<file path="src/rtl/scalar_pkg.sv">
// Shared sizing constants for the scalar register file and its
// per-register writeback scoreboard.
package scalar_pkg;
  localparam int N        = 32;
  localparam int NREG     = 16;
  localparam int AW       = $clog2(NREG);
  localparam int PW       = 2;
  localparam logic [PW-1:0] PEND_MAX = '1;
endpackage

</file>
<file path="src/rtl/sb_counter.sv">
// Next-state logic for one register's in-flight writeback counter:
// saturating increment on issue, guarded decrement on writeback.
module sb_counter
  import scalar_pkg::*;
(
  input  logic [PW-1:0] pend_q,
  input  logic          inc,
  input  logic          dec,
  output logic [PW-1:0] pend_d,
  output logic [PW-1:0] eff,
  output logic          underflow
);

  // A writeback landing this cycle already satisfies one pending producer.
  // Kept separate from the update logic so the stall path never depends on inc.
  assign eff = (dec && pend_q != '0) ? pend_q - 1'b1 : pend_q;

  always_comb begin
    pend_d    = pend_q;
    underflow = 1'b0;
    if (inc && !dec) begin
      if (pend_q != PEND_MAX) pend_d = pend_q + 1'b1;
    end else if (dec && !inc) begin
      if (pend_q == '0) underflow = 1'b1;
      else              pend_d    = pend_q - 1'b1;
    end
  end

endmodule

</file>
<file path="src/rtl/scalar_regfile_wb.sv">
// Scalar register file (R0 hardwired to zero) with writeback bypass and a
// pending-write scoreboard that stalls issue on RAW hazards.
module scalar_regfile_wb #(
  parameter  int N    = scalar_pkg::N,
  parameter  int NREG = scalar_pkg::NREG,
  localparam int AW   = $clog2(NREG)
) (
  input  logic          clk,
  input  logic          rst,
  input  logic [AW-1:0] A1,
  input  logic [AW-1:0] A2,
  input  logic          Use1,
  input  logic          Use2,
  output logic [N-1:0]  RD1,
  output logic [N-1:0]  RD2,
  input  logic [AW-1:0] A3,
  input  logic          WE3,
  input  logic [N-1:0]  WD3_SCA,
  input  logic          Issue_Valid,
  input  logic          Issue_WritesReg,
  input  logic [AW-1:0] Issue_Dest,
  output logic          Stall,
  output logic          Err
);
  import scalar_pkg::*;

  logic [N-1:0]  regs_q [NREG];
  logic [N-1:0]  regs_d [NREG];
  logic [PW-1:0] pend_q [NREG];
  logic [PW-1:0] pend_d [NREG];
  logic [PW-1:0] eff    [NREG];
  logic [NREG-1:0] underflow;
  logic err_q, err_d;
  logic wb_fire, issue_fire;
  logic stall_c;

  assign wb_fire    = WE3 && (A3 != '0);
  assign issue_fire = Issue_Valid && Issue_WritesReg && !stall_c && (Issue_Dest != '0);

  assign pend_d[0]    = '0;
  assign eff[0]       = '0;
  assign underflow[0] = 1'b0;

  generate
    for (genvar gi = 1; gi < NREG; gi++) begin : g_pend
      sb_counter u_cnt (
        .pend_q    (pend_q[gi]),
        .inc       (issue_fire && (Issue_Dest == AW'(gi))),
        .dec       (wb_fire && (A3 == AW'(gi))),
        .pend_d    (pend_d[gi]),
        .eff       (eff[gi]),
        .underflow (underflow[gi])
      );
    end
  endgenerate

  always_comb begin
    stall_c = 1'b0;
    if (Issue_Valid) begin
      if (Use1 && (A1 != '0) && (eff[A1] != '0)) stall_c = 1'b1;
      if (Use2 && (A2 != '0) && (eff[A2] != '0)) stall_c = 1'b1;
      // Saturated counter: issuing again would lose track of a producer.
      if (Issue_WritesReg && (Issue_Dest != '0) && (pend_q[Issue_Dest] == PEND_MAX))
        stall_c = 1'b1;
    end
  end

  assign Stall = stall_c;
  assign Err   = err_q;

  assign RD1 = (A1 == '0)                ? '0      :
               (wb_fire && (A3 == A1))   ? WD3_SCA : regs_q[A1];
  assign RD2 = (A2 == '0)                ? '0      :
               (wb_fire && (A3 == A2))   ? WD3_SCA : regs_q[A2];

  always_comb begin
    regs_d = regs_q;
    if (wb_fire) regs_d[A3] = WD3_SCA;
    err_d = err_q | (|underflow);
  end

  always_ff @(posedge clk or posedge rst) begin
    if (rst) begin
      for (int i = 0; i < NREG; i++) begin
        regs_q[i] <= '0;
        pend_q[i] <= '0;
      end
      err_q <= 1'b0;
    end else begin
      regs_q <= regs_d;
      pend_q <= pend_d;
      err_q  <= err_d;
    end
  end

endmodule

</file>
<file path="config.mk">
export PLATFORM = sky130hd
export DESIGN_NAME = scalar_regfile_wb
export DESIGN_NICKNAME = d
export VERILOG_FILES = /design/src/rtl/scalar_pkg.sv /design/src/rtl/sb_counter.sv /design/src/rtl/scalar_regfile_wb.sv
export SDC_FILE = /design/constraint.sdc
export NUM_CORES = 2
export LEC_CHECK = 0
export BUFFER_PORTS_ARGS = -buffer_cell sky130_fd_sc_hd__clkbuf_2
export CAP_MARGIN = 10
export CELL_PAD_IN_SITES_DETAIL_PLACEMENT = 1
export CELL_PAD_IN_SITES_GLOBAL_PLACEMENT = 1
export CORE_ASPECT_RATIO = 1.75
export CORE_MARGIN = 5
export CORE_UTILIZATION = 56
export CTS_CLUSTER_DIAMETER = 60
export DETAILED_ROUTE_END_ITERATION = 8
export GPL_ROUTABILITY_DRIVEN = 1
export PLACE_DENSITY = 0.87
export SETUP_SLACK_MARGIN = 0.4
export SYNTH_ARGS = -nofsm -noshare
export SYNTH_HDL_FRONTEND = slang
export SYNTH_HIERARCHICAL = 1
export SYNTH_SLANG_ARGS = --single-unit
export TNS_END_PERCENT = 10
</file>
<file path="constraint.sdc">
create_clock -name clk -period 58.3 [get_ports clk]
set_clock_uncertainty 0.1 [all_clocks]
set_input_delay 11.66 -clock clk [delete_from_list [all_inputs] [get_ports clk]]
set_output_delay 11.66 -clock clk [all_outputs]
set_load 0.005 [all_outputs]
</file>
==> results by group <==
Timing
  – Final hold violation count: 0
  – Relative slew margins: 0.242
  – Tcrit/Tclk final: 0.469
  – Minimum clock period: 27310 ps
  – Final setup margin: 30990 ps
  – Max Clk Rate: 0.0366 GHz
  – Max-slew violations: 0
  – Sum of negative setup slack: 0 ps
  – Final setup fails: 0
  – RSZ-0062 raised after global routing: no
  – Actual slew at the worst max-slew pin: 1140 ps

Floorplan
  – Core Region: 55200 sq um
  – Die area: 60600 sq um
  – Die width: 188 microns
  – Row cnt: 114
  – Starting Density: 0.564
  – Die height: 322 microns
  – IO Count: 121

GRT
  – Initial antenna violation count: 2
  – Largest net degree at the start of global routing: 157
  – GRT overflow: 0
  – First-pass GRT wire length: 165 mm
  – Total track usage: 0.359
  – Number of global-route vias before repair: 26600

Synth
  – Leading area contributor after synthesis: dfrtp_1
  – Share of the synthesized area in the top cell type: 0.436
  – Simple-gate area share of the yosys netlist: 0.0982
  – Mux cell area share after synthesis: 0.361
  – Leading register cell type out of synthesis: dfrtp_1
  – Cells after synthesis: 2541
  – Post-synth EDFFs: 0
  – Compound-cell area share of the yosys netlist: 0.0304
  – Syn Area/Cell: 12.3 sq um
  – Post-synth cell types: 49
  – Seq/Total Area, Yosys: 0.436
  – Largest family of logic cells by synthesized area: multiplexers
  – Synth async-reset ratio: 1.00
  – Synth area leaders: dfrtp_1, mux4_2, mux2_2
  – Adder-Cell Fraction of Synth Area: 0.0241
  – Synth Register Bits: 543
  – Synth Cell Area: 31200 sq um
  – Post-Synth XOR/XNOR Area: 0.00647
  – Synth warn: 6
  – Post-Synthesis Net Count: 2656

Power
  – Max rail drop VDD: 24.6 uV
  – Leak: 14.7 nW
  – Power density cells: 35.7 nW/um^2

Placed design
  – Setup slack after placement: 31010 ps
  – Post-DP HPWL: 61.7 mm
  – Placed cells: 3165
  – Placement Cell Area: 32100 sq um
  – Input/output buffers: 120
  – Final Wtd Congestion: 0.884

Clock network
  – Worst-skew pair later-pin latency: 600 ps
  – # Post-CTS Setup Buffers: 0
  – CTS buffer count: 52
  – CTS sink cnt: 543
  – CTS root buffer: clkbuf_16
  – Clock Pin Slew Worst Setup and Hold Paths: 60 ps
  – H-tree Lvls: 2
  – Post-CTS sizing: 0
  – CTS tree: built
  – CTS Buffer Depth: 3
  – Post-CTS Hold Buffers: 0

Route
  – Initial DRC count: 2217
  – WL final: 108 mm
  – Number of remaining DRC errors: 0
  – Final ANT Viol Nets: 0
  – First-pass DRT Iterations: 5
  – Via density: 7.15
  – Wire length per cell: 33.2 microns
  – Via count: 23300

Min path
  – Min-delay worst type: flip-flop to flip-flop

Layout
  – Post-route insts no fill: 3259
  – Fin area: 33800 sq um
  – Commonest non-fill, non-tap cell in the layout: nand2_1
  – Fraction of final layout cells sized beyond drive strength 1: 0.357
  – Most frequent cells in the layout: nand2_1, dfrtp_1, mux4_2
  – Area growth syn-to-layout: 8.63%
  – # nets final: 2638

Run
  – # Max-Cap Violations: 0

Worst setup path
  – Crit path DAT: 15550 ps
  – Setup CP Type: input pin to output pin
  – Worst Path Required: 46540 ps
  – Worst-path cell with the longest stage delay: or4_1
  – Setup crit start kind: input pin
  – Crit Path Max Fanout: 37
  – CP Cell Sequence: clkbuf_2 > or3b_1 > or2_2 > buf_4 > inv_2 > buf_4 > nand2b_1 > o21ai_0 > nor2_1 > nor3b_1 > a2111oi_0 > or4_1 > o311ai_4 > and2_1 > clkbuf_2
  – Delay of the slowest critical-path stage: 630 ps
  – Crit path capture type: output pin

Status
  – Outcome: finished clean
-- metal layers --
metal	track usage	vias up	part of all wire
li1	-	8985	-
met1	0.406	12200	0.33
met2	0.610	1506	0.51
met3	0.0654	557	0.073
met4	0.262	0	0.087
met5	0	-	0
-- critical path: cells and delay by family --
family                 cells  cell delay (ps)
buffers and inverters      5             1140
AO/OA/AOI/OAI              3              600
AND/OR/NAND/NOR            7             2130
-- state kept, by name (all words and copies together) (netlist names) --
signal and count:
Err 1, pend_q 30, regs_q 512
-- synthesized netlist by cell type (all sizes together), types with 2 or more instances --
cell type  number
o211ai          2
o21a           15
buf            86
or2b           30
or2             2
mux2          322
inv           117
a2111oi         2
o21ai          88
or3             3
mux2i          30
o22ai          16
or4             2
a22o            2
a311oi          2
a21o            2
nor3           18
a311o           2
mux4          325
ha             60
nand3           6
dfrtp         543
a31oi          16
nor3b           2
nor2b           4
nor2           47
nand2b         19
xnor2          23
nand3b          2
nor4            7
nand2         586
nand4           4
clkbuf        142
a21oi           3
-- layout make-up --
type,instances,area [sq um]
antenna,2,5.00
tap,696,871
inverter,117,447
multi-input combinational,1653,16300
clock inverter,20,199
clock buffer,72,1510
timing repair buffer,156,921
fill,5398,21400
sequential,543,13600
-- per-stage QoR --
step | utilization | hold slack (ps) | total power [mW]
finish | 0.613 | 302 | 1.21
global route | 0.613 | 316 | 1.25
detailed placement | 0.582 | 284 | 0.842
floorplan | - | 341 | 0.730
CTS | 0.613 | 298 | 1.20
global placement | 0.582 | 276 | 0.801
-- power by group --
part           internal (mW)  total (mW)  switching (mW)  leakage (nW)
Combinational          0.167       0.311           0.144          7.16
Clock                  0.194       0.353           0.159         0.833
Sequential             0.458       0.544          0.0862          6.74
Total                  0.819        1.21           0.388          14.7
-- final timing paths --
kind | start | endpoint | slack, ps | cells past startpoint
setup / recovery | A3[0] | Stall | 30990 | 15
hold / removal | regs_q[510]$_DFFE_PP0P_ | regs_q[510]$_DFFE_PP0P_ | 300 | 0
setup reg to reg | pend_q[24]$_DFF_PP0_ | Err$_DFF_PP0_ | 53850 | 15
hold reg to reg | regs_q[510]$_DFFE_PP0P_ | regs_q[510]$_DFFE_PP0P_ | 300 | 0
max in group asynchronous | rst | regs_q[88]$_DFFE_PP0P_ | 43720 | 5
min in group asynchronous | rst | regs_q[38]$_DFFE_PP0P_ | 11080 | 2
-- cells by family (layout without fill, tap and decap cells) --
group	Yosys count	in the layout
AND/OR/NAND/NOR	737	737
multiplexers	677	677
flip-flops	543	543
buffers and inverters	345	365
AO/OA/AOI/OAI	156	156
adder cells (fa/ha/maj)	60	60
XOR/XNOR	23	23
other	0	2
Note: power is estimated with default switching activity, not from simulation.
